==> src/rtl/mon_chain_ctl.sv <==
// Sequencer and readout controller for a chain of two-channel CIC monitors:
// strobes samp every period, packs the tail word stream into a double-buffered frame.
module mon_chain_ctl #(
  parameter int RWI    = 28,
  parameter int NWORDS = 8,
  parameter int AW     = 3,
  parameter int CW     = 12
) (
  input  logic           clk,
  input  logic           rst_n,
  input  logic           i_enable,
  input  logic [CW-1:0]  i_period,
  output logic           o_samp,
  input  logic [RWI-1:0] i_s_chain,
  input  logic           i_g_chain,
  input  logic [AW-1:0]  i_rd_addr,
  output logic [RWI-1:0] o_rd_data,
  output logic           o_frame_ready,
  input  logic           i_frame_ack,
  output logic [7:0]     o_frame_seq,
  output logic           o_overrun,
  output logic           o_frame_err,
  input  logic           i_clear_err
);

  // state | meaning
  // IDLE  | sampling stopped, counter held at 0
  // PRIME | first period after enable; words counted, never published
  // RUN   | normal capture, frame closed at every samp

  localparam int              IW       = $clog2(NWORDS + 2);
  localparam logic [CW-1:0]   P_MIN    = CW'(NWORDS + 2);
  localparam logic [CW-1:0]   ONE_C    = CW'(1);
  localparam logic [IW-1:0]   IDX_FULL = IW'(NWORDS);
  localparam logic [IW-1:0]   IDX_SAT  = IW'(NWORDS + 1);
  localparam logic [AW:0]     RD_LIM   = (AW + 1)'(NWORDS);

  typedef enum logic [1:0] {IDLE, PRIME, RUN} state_t;

  state_t         r_state, w_state_nxt;
  logic [CW-1:0]  r_cnt, r_per, w_per_in;
  logic [IW-1:0]  r_wr_idx, w_frame_cnt;
  logic           r_wsel, r_ready, r_ovr, r_err;
  logic [7:0]     r_seq;
  logic [RWI-1:0] r_rd_data;
  logic [RWI-1:0] r_bank [2][NWORDS];

  logic w_active, w_last, w_samp, w_close, w_inc, w_store;
  logic w_complete, w_publish, w_drop, w_bad;

  assign w_per_in = (i_period < P_MIN) ? P_MIN : i_period;
  assign w_last   = (r_cnt == r_per - ONE_C);

  always_ff @(posedge clk or negedge rst_n) begin
    if (!rst_n) r_state <= IDLE;
    else        r_state <= w_state_nxt;
  end

  always_comb begin
    w_state_nxt = r_state;
    w_active    = 1'b0;
    w_samp      = 1'b0;
    w_close     = 1'b0;
    case (r_state)
      IDLE: begin
        if (i_enable) w_state_nxt = PRIME;
      end
      PRIME: begin
        w_active = i_enable;
        w_samp   = i_enable && w_last;
        if (!i_enable)   w_state_nxt = IDLE;
        else if (w_samp) w_state_nxt = RUN;
      end
      RUN: begin
        w_active = i_enable;
        w_samp   = i_enable && w_last;
        w_close  = w_samp;
        if (!i_enable) w_state_nxt = IDLE;
      end
      default: w_state_nxt = IDLE;
    endcase
  end

  // The word arriving in the strobe cycle still belongs to the frame being closed.
  assign w_inc       = w_active && i_g_chain && (r_wr_idx != IDX_SAT);
  assign w_store     = w_active && i_g_chain && (r_wr_idx < IDX_FULL);
  assign w_frame_cnt = w_inc ? r_wr_idx + IW'(1) : r_wr_idx;
  assign w_complete  = (w_frame_cnt == IDX_FULL);
  assign w_publish   = w_close && w_complete && (!r_ready || i_frame_ack);
  assign w_drop      = w_close && w_complete && r_ready && !i_frame_ack;
  assign w_bad       = w_close && !w_complete;

  always_ff @(posedge clk or negedge rst_n) begin
    if (!rst_n) begin
      r_cnt    <= '0;
      r_per    <= P_MIN;
      r_wr_idx <= '0;
    end else if (!w_active) begin
      r_cnt    <= '0;
      r_per    <= w_per_in;
      r_wr_idx <= '0;
    end else if (w_samp) begin
      r_cnt    <= '0;
      r_per    <= w_per_in;
      r_wr_idx <= '0;
    end else begin
      r_cnt    <= r_cnt + ONE_C;
      r_wr_idx <= w_frame_cnt;
    end
  end

  always_ff @(posedge clk) begin
    if (w_store) r_bank[r_wsel][AW'(r_wr_idx)] <= i_s_chain;
  end

  always_ff @(posedge clk or negedge rst_n) begin
    if (!rst_n) begin
      r_wsel    <= 1'b0;
      r_ready   <= 1'b0;
      r_seq     <= '0;
      r_ovr     <= 1'b0;
      r_err     <= 1'b0;
      r_rd_data <= '0;
    end else begin
      if (w_publish) begin
        r_wsel  <= ~r_wsel;
        r_ready <= 1'b1;
        r_seq   <= r_seq + 8'd1;
      end else if (i_frame_ack) begin
        r_ready <= 1'b0;
      end
      if (w_drop)           r_ovr <= 1'b1;
      else if (i_clear_err) r_ovr <= 1'b0;
      if (w_bad)            r_err <= 1'b1;
      else if (i_clear_err) r_err <= 1'b0;
      r_rd_data <= ({1'b0, i_rd_addr} < RD_LIM) ? r_bank[~r_wsel][i_rd_addr] : '0;
    end
  end

  assign o_samp        = w_samp;
  assign o_rd_data     = r_rd_data;
  assign o_frame_ready = r_ready;
  assign o_frame_seq   = r_seq;
  assign o_overrun     = r_ovr;
  assign o_frame_err   = r_err;

endmodule

==> config.mk <==
export PLATFORM = sky130hd
export DESIGN_NAME = mon_chain_ctl
export DESIGN_NICKNAME = d
export VERILOG_FILES = /design/src/rtl/mon_chain_ctl.sv
export SDC_FILE = /design/constraint.sdc
export NUM_CORES = 1
export LEC_CHECK = 0
export BUFFER_PORTS_ARGS = -buffer_cell sky130_fd_sc_hd__buf_2
export CORE_AREA = 2 2 267 269
export DETAILED_ROUTE_END_ITERATION = 8
export DIE_AREA = 0 0 269 271
export MAX_ROUTING_LAYER = met4
export PLACE_DENSITY = 0.54
export SYNTH_ARGS = -nofsm -noshare
export SYNTH_HDL_FRONTEND = slang
export SYNTH_SLANG_ARGS = --single-unit
==> constraint.sdc <==
create_clock -name clk -period 10.11 [get_ports clk]
set_input_delay 0.5055 -clock clk [delete_from_list [all_inputs] [get_ports clk]]
set_output_delay 0.5055 -clock clk [all_outputs]
set_load 0.01 [all_outputs]
==> metrics <==
Seq cells post-synth approximately 520; detailed placement HPWL 23,800 um; NumNets Final about 1,100; drt drc 0; WHS Endpoint o_overrun$_DFFE_PN0P_; Final ANT Viol Nets 0; FF-to-FF End r_bank[1][57]$_DFFE_PP_; Worst Hold Launch i_clear_err; largest net degree at the start of global routing 63; Buffers on Ports 88; total gr overflow 0; switch share 21.9%; max-cap viol count 0; Cell variety after synth 58; warnings from Yosys 0; minimum clock period 3.90 ns; CTS Sinks just over 500; Slew @ Worst Pin 0.974 ns; mux cell area share after synthesis 16.4%; WHS Path Cells 2; combinational fraction of design power 5.1%; Placed Instances 1,937; Vias per Instance 4.63; internal cell power 3.49 mW; TritonCTS buffer count between 50 and 60; root buf cell clkbuf_16; CORE AREA 0.0698 mm2; status finished clean; largest family of logic cells by synthesized area multiplexers; DRT iter0 DRCs between 800 and 900; Slew HR 35.1%; initial antenna violation count 5; Post-CTS Resized 0; CTS Buffer Depth 3; Layout Utilization 33.6%; Vias 9,442; Non-Filler Instances about 2,000; Syn Area/Cell between 20 and 25 um2; clock-pin transition on the worst setup and hold timing paths 0.06 ns; Slew Viols, Final 0; GRT Total Usage between 10% and 20%; number of global-route vias before repair 9,987; Synth Area in Compound Gates 0.990%; Die H 271 um; die footprint 0.0729 mm2; largest fanout on the critical path 13; fillers approximately 6,500; final WL 45,600 um; Syn Nets 985; Die Width 269 um; clock latency at the later pin of the worst-skew pair ~0.62 ns; most common cell after layout, fill and taps aside edfxtp_1; worst hold path type input port to flip-flop; FMAX 256 MHz; Peak VDD IR 0.000124 V; most frequent cells in the layout 448 x edfxtp_1, 140 x mux4_2, 86 x buf_2; part of the cycle the worst path needs between 30 and 40%; simple-gate share of the synthesized area 3.72%; routability cong. between 0.7 and 0.8; Critical Path Sink Type output pin; WL/cell approximately 22 um; CTS HTree Levels 2; register share of total power 53.6%; Final setup viols 0; DRT Pass-1 Iters 5; Arr. time, crit path approximately 3.4 ns; Fin Setup TNS 0 ns; first-pass GRT wire length between 60,000 and 70,000 um; Critical Path RT 9.60 ns; I/O Pins 89; RSZ-0062 raised after global routing no; Setup CP Type flip-flop to output pin; worst reg2reg startpoint r_wsel$_DFFE_PN0P_; register area share after synthesis approximately 76%; Synth-to-Final Area Change 16.8%; total power around 4.5 mW; xor/xnor share of the synthesized area under 10%; Sw Pwr 980 uW; area of the mapped netlist 0.0201 mm2; R2R cell count 4; Clock Power Share 41.3%; Reg2Reg Setup Slack 6.75 ns; Power Density 190 mW/mm2; initial core utilization 28.8%; TritonCTS clock tree yes; Post-synth EDFFs 448; startpoint type of the worst setup path flip-flop; share of cells above drive strength 1 between 30% and 40%; register area 0.0152 mm2; post-synthesis async set-or-reset flop share 13.5%; leakage power 7.61 nW; footprint of the multi-input gates about 0.0047 mm2; final hold violations 0; floorplan row count 97; Adder-Cell Fraction of Synth Area 0.498%; final setup skew 0.0466 ns; Main synth FF type edfxtp_1; Post-Synthesis Cells 928
==> kinds of logic (layout without fill, tap and decap cells) <==
logic type / after synthesis / count (layout)
other: 0 / 4
muxes: 153 / 153
adders and majority gates: 8 / 8
DFF: 518 / 518
buffers and inverters: 56 / 224
AOI/OAI and AO/OA: 27 / 27
xor gates and xnor gates: 33 / 33
and+or+nand+nor: 133 / 133
==> final cells by class <==
type                            count  area share, %
Antenna cell                        4         0.0426
Clock buffer                       78           6.26
Clock inverter                     20          0.757
Inverter                           12          0.192
Multi-Input combinational cell    354           20.2
Sequential cell                   518           64.8
Tap cell                          940           5.01
Timing Repair Buffer              114           2.74
==> flip-flops by register name, summed over array words and instances, names as in the netlist <==
| name | cells |
|---|---|
| r_cnt | 12 |
| r_state | 2 |
| r_wr_idx | 4 |
| o_rd_data | 28 |
| o_frame_seq | 8 |
| r_per | 12 |
| o_frame_err | 1 |
| r_bank | 448 |
| o_frame_ready | 1 |
| o_overrun | 1 |
| r_wsel | 1 |
==> stage by stage <==
step / setup WS (ns) / cell area [um2] / hold WS [ns]
final: 6.21 / 23500 / 0.141
after global routing: 6.02 / 23500 / 0.126
after CTS: 6.19 / 23500 / 0.104
after detailed placement: 6.55 / 21800 / 0.434
after global placement: 6.56 / 21800 / 0.433
after floorplan: 5.87 / 20100 / 0.210
==> cell usage after synthesis, drive strengths merged, types with 3 or more instances <==
cell type  number  share of area [%]
mux2i           3               0.15
edfxtp        448                 67
a31oi           3              0.093
clkbuf         23               0.44
mux4          140                 16
a21oi           6               0.17
and2b           3               0.13
mux2           10               0.58
nor2           34               0.64
xnor2          14               0.61
nand3          11               0.27
or3             3               0.12
nand2b          6               0.19
xor2           19               0.83
nor4           13               0.47
nand4           7               0.22
and3            8               0.25
inv            12               0.22
nor3           12               0.35
nand2          19               0.35
o22ai           3               0.12
ha              8               0.50
dfrtp          68                8.5
or4             3               0.15
o21ai           4               0.12
buf            21               0.58
==> critical path, stage by stage, from the launching register on <==
cell and delay [ns]:
dfrtp_1 0.45, inv_1 0.10, ha_1 0.25, or4b_4 0.53, or4b_1 0.51, a21oi_2 0.18, o21ai_2 0.20, nor4_1 0.40
buf_2 0.21
==> worst max-delay path by stage <==
stage / startpoint / endpoint / depth (start not counted) / slack (ns)
2_1_floorplan: i_enable / r_bank[0][168]$_DFFE_PP_ / 5 / 5.87
3_3_place_gp: r_wsel$_DFFE_PN0P_ / r_bank[1][70]$_DFFE_PP_ / 4 / 6.56
3_5_place_dp: r_wsel$_DFFE_PN0P_ / r_bank[1][70]$_DFFE_PP_ / 4 / 6.55
4_1_cts: r_per[0]$_DFFE_PN0P_ / o_samp / 8 / 6.19
5_1_grt: r_per[0]$_DFFE_PN0P_ / o_samp / 8 / 6.02
6_report: r_per[0]$_DFFE_PN0P_ / o_samp / 8 / 6.21
==> routing by layer <==
metal	up-vias	share of wire (%)	track usage [%]
met3	58	4.2	2.27
met2	188	49	20.4
met5	-	0	-
met4	0	1.7	3.33
met1	5099	45	17.5
li1	4097	-	-
==> repair_timing <==
| item | 4_1_cts | 5_1_grt |
|---|---|---|
| setup buffers | 0 | 0 |
| hold endpoints to repair | 21 | 0 |
| hold buffers | 1 | 0 |
==> power by group through the flow <==
stage          clock [mW]  combinational (mW)  sequential, mW
3_3_place_gp            0               0.226            2.44
6_report             1.85               0.228            2.40
2_1_floorplan           0               0.145            2.43
3_5_place_dp            0               0.232            2.44
5_1_grt              1.98               0.253            2.40
4_1_cts              1.90               0.233            2.40
No activity file was read; power rests on OpenSTA's default activity.
